--- src/rtl/vga_pkg.sv ---
// Shared VGA types, cell states and palette for the board renderer.
package vga_pkg;

  localparam int H_W = 11;
  localparam int V_W = 11;

  typedef enum logic [1:0] {
    EMPTY = 2'd0,
    SHIP  = 2'd1,
    HIT   = 2'd2,
    MISS  = 2'd3
  } cell_state_t;

  localparam logic [11:0] COLOR_SHIP   = 12'h888;
  localparam logic [11:0] COLOR_HIT    = 12'hF00;
  localparam logic [11:0] COLOR_MISS   = 12'h00F;
  localparam logic [11:0] COLOR_GRID   = 12'h444;
  localparam logic [11:0] COLOR_CURSOR = 12'hFF0;

  // Phase 1 shows HIT cells as SHIP so they appear to blink.
  function automatic logic [11:0] cell_color(
    input cell_state_t s,
    input logic        phase
  );
    logic [11:0] c;
    c = 12'h000;
    unique case (s)
      SHIP:    c = COLOR_SHIP;
      HIT:     c = phase ? COLOR_SHIP : COLOR_HIT;
      MISS:    c = COLOR_MISS;
      default: c = 12'h000;
    endcase
    return c;
  endfunction

endpackage

--- src/rtl/vga_if.sv ---
// VGA timing plus rgb bundle passed between video stages.
interface vga_if;
  import vga_pkg::*;

  logic [H_W-1:0] hcount;
  logic [V_W-1:0] vcount;
  logic           hsync;
  logic           vsync;
  logic           blank;
  logic [11:0]    rgb;

  modport in (
    input hcount, vcount, hsync, vsync, blank, rgb
  );
  modport out (
    output hcount, vcount, hsync, vsync, blank, rgb
  );
endinterface

--- src/rtl/delay.sv ---
// Fixed-depth shift register used to keep timing aligned with pixel data.
module delay #(
  parameter int WIDTH = 1,
  parameter int DEPTH = 2
) (
  input  logic             clk,
  input  logic             rst,
  input  logic [WIDTH-1:0] d,
  output logic [WIDTH-1:0] q
);

  logic [WIDTH-1:0] pipe [DEPTH];

  always_ff @(posedge clk) begin
    if (rst) begin
      for (int i = 0; i < DEPTH; i++) pipe[i] <= '0;
    end else begin
      pipe[0] <= d;
      for (int i = 1; i < DEPTH; i++) pipe[i] <= pipe[i-1];
    end
  end

  assign q = pipe[DEPTH-1];

endmodule

--- src/rtl/draw_board.sv ---
// Overlays game boards, cell colours, grid and cursor on a VGA stream.
// Define DRAW_BOARD_BLINK_EN to make HIT cells blink every BLINK_FRAMES.
module draw_board
  import vga_pkg::*;
#(
  parameter int N_BOARDS     = 2,
  parameter int GRID_N       = 10,
  parameter int CELL_LOG2    = 5,
  parameter int BOARD_X0     = 64,
  parameter int BOARD_Y      = 96,
  parameter int BOARD_PITCH  = 384,
  parameter int BLINK_FRAMES = 30
) (
  input  logic clk,
  input  logic rst,
  vga_if.in    vga_in,
  vga_if.out   vga_out,
  output logic [$clog2(N_BOARDS*GRID_N*GRID_N)-1:0] cell_addr,
  input  cell_state_t cell_state,
  input  logic [(N_BOARDS > 1 ? $clog2(N_BOARDS) : 1)-1:0] cursor_board,
  input  logic [$clog2(GRID_N)-1:0] cursor_col,
  input  logic [$clog2(GRID_N)-1:0] cursor_row
);

  localparam int AW   = $clog2(N_BOARDS*GRID_N*GRID_N);
  localparam int BW   = N_BOARDS > 1 ? $clog2(N_BOARDS) : 1;
  localparam int CW   = $clog2(GRID_N);
  localparam int LW   = CELL_LOG2;
  localparam int SPAN = GRID_N << CELL_LOG2;
  localparam int GG   = GRID_N * GRID_N;
  localparam int FW   = BLINK_FRAMES > 1 ? $clog2(BLINK_FRAMES) : 1;
  localparam int TW   = H_W + V_W + 3;

  logic          hit;
  logic [BW-1:0] brd;
  logic [CW-1:0] col, row;
  logic [LW-1:0] lowx, lowy;
  logic [AW-1:0] addr;
  int            xb, yb;

  // Descending scan so the lowest-indexed overlapping board wins.
  always_comb begin
    hit  = 1'b0;
    brd  = '0;
    col  = '0;
    row  = '0;
    lowx = '0;
    lowy = '0;
    addr = '0;
    xb   = 0;
    yb   = int'(vga_in.vcount) - BOARD_Y;
    for (int b = N_BOARDS - 1; b >= 0; b--) begin
      xb = int'(vga_in.hcount) - (BOARD_X0 + b * BOARD_PITCH);
      if (xb >= 0 && xb < SPAN && yb >= 0 && yb < SPAN) begin
        hit  = 1'b1;
        brd  = BW'(b);
        col  = CW'(xb >> CELL_LOG2);
        row  = CW'(yb >> CELL_LOG2);
        lowx = LW'(xb);
        lowy = LW'(yb);
        addr = AW'(b * GG + (yb >> CELL_LOG2) * GRID_N
                   + (xb >> CELL_LOG2));
      end
    end
  end

  assign cell_addr = hit ? addr : '0;

  logic [TW-1:0] tq;

  delay #(.WIDTH(TW), .DEPTH(2)) u_delay (
    .clk (clk),
    .rst (rst),
    .d   ({vga_in.hcount, vga_in.vcount,
           vga_in.hsync, vga_in.vsync, vga_in.blank}),
    .q   (tq)
  );

  assign {vga_out.hcount, vga_out.vcount,
          vga_out.hsync, vga_out.vsync, vga_out.blank} = tq;

  logic [11:0]   s1_rgb;
  logic          s1_in;
  logic [BW-1:0] s1_brd;
  logic [CW-1:0] s1_col, s1_row;
  logic [LW-1:0] s1_lx, s1_ly;

  always_ff @(posedge clk) begin
    if (rst) begin
      s1_rgb <= '0;
      s1_in  <= 1'b0;
      s1_brd <= '0;
      s1_col <= '0;
      s1_row <= '0;
      s1_lx  <= '0;
      s1_ly  <= '0;
    end else begin
      s1_rgb <= vga_in.rgb;
      s1_in  <= hit;
      s1_brd <= brd;
      s1_col <= col;
      s1_row <= row;
      s1_lx  <= lowx;
      s1_ly  <= lowy;
    end
  end

  logic [BW-1:0] cur_brd;
  logic [CW-1:0] cur_col, cur_row;
  logic          frame_start;

  assign frame_start = (vga_in.hcount == '0) && (vga_in.vcount == '0);

  // Cursor only moves at frame start so it never tears.
  always_ff @(posedge clk) begin
    if (rst) begin
      cur_brd <= '0;
      cur_col <= '0;
      cur_row <= '0;
    end else if (frame_start) begin
      cur_brd <= cursor_board;
      cur_col <= cursor_col;
      cur_row <= cursor_row;
    end
  end

  logic phase;

`ifdef DRAW_BOARD_BLINK_EN
  logic [FW-1:0] frame_cnt;
  logic          vs_q;

  always_ff @(posedge clk) begin
    if (rst) begin
      frame_cnt <= '0;
      phase     <= 1'b0;
      vs_q      <= 1'b0;
    end else begin
      vs_q <= vga_in.vsync;
      if (vga_in.vsync && !vs_q) begin
        if (frame_cnt == FW'(BLINK_FRAMES - 1)) begin
          frame_cnt <= '0;
          phase     <= ~phase;
        end else begin
          frame_cnt <= frame_cnt + 1'b1;
        end
      end
    end
  end
`else
  assign phase = 1'b0;
`endif

  logic        on_cur, rim, grid;
  logic [11:0] pix, rgb_q;

  always_comb begin
    on_cur = s1_in && s1_brd == cur_brd
          && s1_col == cur_col && s1_row == cur_row
          && int'(cur_col) < GRID_N && int'(cur_row) < GRID_N;
    rim  = s1_lx == '0 || s1_lx == '1 || s1_ly == '0 || s1_ly == '1;
    grid = s1_lx == '0 || s1_ly == '0;
    pix  = s1_rgb;
    if (on_cur && rim)
      pix = COLOR_CURSOR;
    else if (s1_in && cell_state != EMPTY)
      pix = cell_color(cell_state, phase);
    else if (s1_in && grid)
      pix = COLOR_GRID;
  end

  always_ff @(posedge clk) begin
    if (rst) rgb_q <= '0;
    else     rgb_q <= pix;
  end

  assign vga_out.rgb = rgb_q;

endmodule

--- src/flat_wrapper.sv ---
// flat-port wrapper written by rule: the top's interface ports become plain ports
module draw_board_flat import vga_pkg::*;
#(
  parameter int N_BOARDS     = 2,
  parameter int GRID_N       = 10,
  parameter int CELL_LOG2    = 5,
  parameter int BOARD_X0     = 64,
  parameter int BOARD_Y      = 96,
  parameter int BOARD_PITCH  = 384,
  parameter int BLINK_FRAMES = 30
)
  (clk, rst, cell_addr, cell_state, cursor_board, cursor_col, cursor_row, vga_in_hcount, vga_in_vcount, vga_in_hsync, vga_in_vsync, vga_in_blank, vga_in_rgb, vga_out_hcount, vga_out_vcount, vga_out_hsync, vga_out_vsync, vga_out_blank, vga_out_rgb);
  vga_if vga_in_i ();
  vga_if vga_out_i ();
  input  logic clk;
  input  logic rst;
  output logic [$clog2(N_BOARDS*GRID_N*GRID_N)-1:0] cell_addr;
  input  cell_state_t cell_state;
  input  logic [(N_BOARDS > 1 ? $clog2(N_BOARDS) : 1)-1:0] cursor_board;
  input  logic [$clog2(GRID_N)-1:0] cursor_col;
  input  logic [$clog2(GRID_N)-1:0] cursor_row;
  input wire logic [$bits(vga_in_i.hcount)-1:0] vga_in_hcount;
  input wire logic [$bits(vga_in_i.vcount)-1:0] vga_in_vcount;
  input wire logic [$bits(vga_in_i.hsync)-1:0] vga_in_hsync;
  input wire logic [$bits(vga_in_i.vsync)-1:0] vga_in_vsync;
  input wire logic [$bits(vga_in_i.blank)-1:0] vga_in_blank;
  input wire logic [$bits(vga_in_i.rgb)-1:0] vga_in_rgb;
  output wire logic [$bits(vga_out_i.hcount)-1:0] vga_out_hcount;
  output wire logic [$bits(vga_out_i.vcount)-1:0] vga_out_vcount;
  output wire logic [$bits(vga_out_i.hsync)-1:0] vga_out_hsync;
  output wire logic [$bits(vga_out_i.vsync)-1:0] vga_out_vsync;
  output wire logic [$bits(vga_out_i.blank)-1:0] vga_out_blank;
  output wire logic [$bits(vga_out_i.rgb)-1:0] vga_out_rgb;
  assign vga_in_i.hcount = vga_in_hcount;
  assign vga_in_i.vcount = vga_in_vcount;
  assign vga_in_i.hsync = vga_in_hsync;
  assign vga_in_i.vsync = vga_in_vsync;
  assign vga_in_i.blank = vga_in_blank;
  assign vga_in_i.rgb = vga_in_rgb;
  assign vga_out_hcount = vga_out_i.hcount;
  assign vga_out_vcount = vga_out_i.vcount;
  assign vga_out_hsync = vga_out_i.hsync;
  assign vga_out_vsync = vga_out_i.vsync;
  assign vga_out_blank = vga_out_i.blank;
  assign vga_out_rgb = vga_out_i.rgb;
  draw_board #(.N_BOARDS(N_BOARDS), .GRID_N(GRID_N), .CELL_LOG2(CELL_LOG2), .BOARD_X0(BOARD_X0), .BOARD_Y(BOARD_Y), .BOARD_PITCH(BOARD_PITCH), .BLINK_FRAMES(BLINK_FRAMES)) u_core (.clk(clk), .rst(rst), .vga_in(vga_in_i), .vga_out(vga_out_i), .cell_addr(cell_addr), .cell_state(cell_state), .cursor_board(cursor_board), .cursor_col(cursor_col), .cursor_row(cursor_row));
endmodule
--- config.mk ---
export PLATFORM = sky130hd
export DESIGN_NAME = draw_board_flat
export DESIGN_NICKNAME = d
export VERILOG_FILES = /design/src/rtl/vga_pkg.sv /design/src/rtl/vga_if.sv /design/src/rtl/delay.sv /design/src/rtl/draw_board.sv /design/src/flat_wrapper.sv
export SDC_FILE = /design/constraint.sdc
export NUM_CORES = 1
export LEC_CHECK = 0
export ABC_CLOCK_PERIOD_IN_PS = 14300
export CORE_MARGIN = 2
export CORE_UTILIZATION = 55
export DETAILED_ROUTE_END_ITERATION = 10
export GPL_ROUTABILITY_DRIVEN = 0
export PLACE_DENSITY = 0.91
export SYNTH_ARGS = -nofsm -noshare
export SYNTH_HDL_FRONTEND = slang
export SYNTH_SLANG_ARGS = --single-unit
--- constraint.sdc ---
create_clock -name clk -period 14.3 [get_ports clk]
set_input_delay 2.86 -clock clk [delete_from_list [all_inputs] [get_ports clk]]
set_output_delay 2.86 -clock clk [all_outputs]
set_load 0.01 [all_outputs]
==> results.py <==
metrics = {
    "status": {
        "status": "finished, final reports clean",
    },
    "timing": {
        "max_freq_ghz": 0.0979,
        "tightest_slew_ps": 876,
        "min_period_over_period_pct": 71.4,
        "fin_setup_tns_ps": 0,
        "finalSetupViolCount": 0,
        "fin_skew_ps": 7.41,
        "grt_setup_unrepaired": "false",
        "slew_headroom_pct": 41.6,
        "finalHoldViolations": 0,
        "drv_slew": 0,
        "finalCriticalPeriod_ps": 10210,
    },
    "clocking": {
        "cts_num_sinks": 103,
        "cts_buffers": 9,
        "path_clk_slew_ps": 90,
        "root_buffer": "clkbuf_8",
        "cts_setup_buffers": 0,
        "h-tree-depth": 3,
        "cts_tree": "yes",
        "clock_path_buffers": 2,
        "cts.repair.resized": 0,
        "insertion_delay_ps": 350,
        "postCtsHoldBufs": 0,
    },
    "detailed_routing": {
        "vias_per_cell": 5.17,
        "vias": 3340,
        "ant_nets": 0,
        "drt_iter0_drc": 126,
        "wl_um": 9120,
        "first_pass_iters": 5,
        "drc": 0,
        "wl_per_cell_um": 14.1,
    },
    "critical_path": {
        "startpoint_type": "input port",
        "cpPeakStageDelay_ps": 600,
        "crit_chain": "clkdlybuf4s50_1 -> ha_1 -> or3_1 -> xnor2_1 -> ha_1 -> fa_1 -> inv_1 -> ha_1 -> inv_1 -> ha_1 -> o21ai_0 -> o21bai_1 -> a21o_1 -> nor4b_1 -> mux2i_1 -> o41ai_1 -> clkdlybuf4s50_1",
        "cp_common_cell": "ha_1",
        "end_kind": "output port",
        "r2r_cells": 5,
        "cp.required_ps": 11440,
        "crit_fanout": 8,
        "cp_slowest_cell": "clkdlybuf4s50_1",
        "critPathArrivalTime_ps": 7350,
        "path_class": "input port to output port",
    },
    "logic_synthesis": {
        "yosysTopAreaCell": "dfxtp_1",
        "netlist_area_mm2": 0.00464,
        "async_reset_ff_share_pct": 0,
        "synth_common_cells": "103 x dfxtp_1, 60 x nor2b_1, 32 x ha_1",
        "synth_most_common_cell": "dfxtp_1",
        "synth_area_per_cell_um2": 9.81,
        "synthCells": 473,
        "synth-edff-count": 0,
        "synth-seq-cells": 103,
        "synthFlopType": "dfxtp_1",
        "yosysWarnings": 0,
        "post-synth-top-area-fraction_pct": 44.4,
        "ys_seq_area_share_pct": 44.4,
        "synth_area_leaders": "dfxtp_1 44%, ha_1 8.6%, nor2b_1 8.1%",
        "synth_cell_types": 54,
        "syn_nets": 558,
    },
    "floorplan": {
        "core-area_mm2": 0.00822,
        "start_util_pct": 56.5,
        "chipWidth_um": 95.8,
        "row_count": 33,
        "io_pins": 95,
        "fp.dieH_um": 95.8,
        "dieArea_mm2": 0.00919,
    },
    "placed_design": {
        "port_buffers": 94,
        "hpwlAfterDp_um": 6930,
        "place_area_mm2": 0.00545,
    },
    "global_route": {
        "grt_max_degree": 90,
        "grt-ovfl-total": 0,
        "grt_usage_pct": 20.4,
        "antenna_found_initial": 0,
        "grt_pass1_vias": 3216,
        "grt_first_pass_wirelength_um": 14600,
    },
    "power": {
        "p_leak_nw": 2.35,
        "vdd_drop_max_mv": 0.0656,
        "p_per_area_mw_per_mm2": 110,
    },
    "flow_run": {
        "max_cap_violations": 0,
    },
    "final_layout": {
        "syn2layout_area_growth_pct": 21.3,
        "finish.utilization_pct": 68.5,
        "final_nets": 621,
        "antenna_cells": 0,
        "fin_area_mm2": 0.00563,
        "drive_above_1_share_pct": 4.25,
    },
    "hold_path": {
        "whs_path_depth": 1,
        "min_path_type": "flop to flop",
    },
}
## critical path: cells and delay by family
| family | cells | cell delay [ps] |
|---|---|---|
| xor gates and xnor gates | 1 | 170 |
| adders and majority gates | 5 | 1810 |
| AOI/OAI and AO/OA | 4 | 470 |
| and+or+nand+nor | 2 | 690 |
| buffers and inverters | 4 | 1230 |
| muxes | 1 | 120 |
## per-layer routing
| layer | vias to the layer above | track usage [%] | wire length, um |
|---|---|---|---|
| li1 | 1679 | - | - |
| met1 | 1528 | 24.3 | 3850 |
| met2 | 111 | 35.8 | 4580 |
| met3 | 22 | 3.05 | 464 |
| met4 | 0 | 10.1 | 230 |
| met5 | - | 0 | 0 |
## state kept, by name (all words and copies together) (netlist names), 4 cells and up
| name | flops |
|---|---|
| u_core.s1_rgb | 12 |
| u_core.cur_col | 4 |
| u_core.s1_col | 4 |
| u_core.u_delay.pipe | 50 |
| u_core.vga_out.rgb | 12 |
| u_core.s1_lx | 5 |
| u_core.s1_row | 4 |
| u_core.s1_ly | 5 |
| u_core.cur_row | 4 |
## cell families (layout without fill, tap and decap cells)
family	count (synthesis)	after routing	share of synthesized area, %
xor gates and xnor gates	30	30	5.96
DFF	103	103	44.4
and+or+nand+nor	163	163	20.1
buffers and inverters	66	134	7.52
AOI/OAI and AO/OA	63	63	9.25
adders and majority gates	35	35	9.92
muxes	13	13	2.80
## final timing paths
check / startpoint / end / slack (ps)
hold / removal: u_core.u_delay.pipe[0][2]$_SDFF_PP0_ / u_core.u_delay.pipe[0][27]$_SDFF_PP0_ / 440
setup / recovery: vga_in_vcount[5] / cell_addr[7] / 4090
setup reg to reg: u_core.s1_ly[0]$_SDFF_PP0_ / u_core.vga_out.rgb[2]$_SDFF_PP0_ / 12030
hold reg to reg: u_core.u_delay.pipe[0][2]$_SDFF_PP0_ / u_core.u_delay.pipe[0][27]$_SDFF_PP0_ / 440
## power breakdown
| part | total, W | leakage [nW] | internal [W] | switching [W] |
|---|---|---|---|---|
| combinational | 0.000158 | 1.41 | 0.0000794 | 0.0000782 |
| clock | 0.000159 | 0.0935 | 0.0000681 | 0.0000906 |
| sequential | 0.000300 | 0.846 | 0.000297 | 0.00000268 |
| total | 0.000616 | 2.35 | 0.000445 | 0.000171 |
## cell type report
class / instances / area (um^2)
fill: 635 / 2590
multi-input combinational: 304 / 2230
sequential: 103 / 2060
timing repair buffer: 95 / 943
clock buffer: 11 / 141
tap: 105 / 131
inverter: 23 / 86.3
clock inverter: 5 / 32.5
## layout by cell type (no fill, tap or decap), types with 4 or more instances in the layout
master           synthesis  final
xor2_1                  12     12
xnor2_1                 17     17
dfxtp_1                103    103
a31oi_1                  5      5
nor3_1                  11     11
mux2i_1                 13     13
o21ai_0                  9      9
and2_1                  13     13
nor2b_1                 60     60
nor2_1                  29     29
a21oi_1                 13     13
clkbuf_8                 0     10
clkdlybuf4s50_1          0     93
inv_1                   23     23
nand2_1                 21     21
a21o_1                   9      9
ha_1                    32     32
nor4_1                   4      4
a22oi_1                  4      4
## stage by stage
stage,setup slack [ps],power (W),instances,hold WS [ps]
floorplan,5450,0.000418,473,414
global placement,4310,0.000456,630,417
detailed placement,4160,0.000463,630,422
CTS,4150,0.000620,646,444
global route,3880,0.000650,646,458
finish,4090,0.000616,646,440
Note: power is estimated with default switching activity, not from simulation.
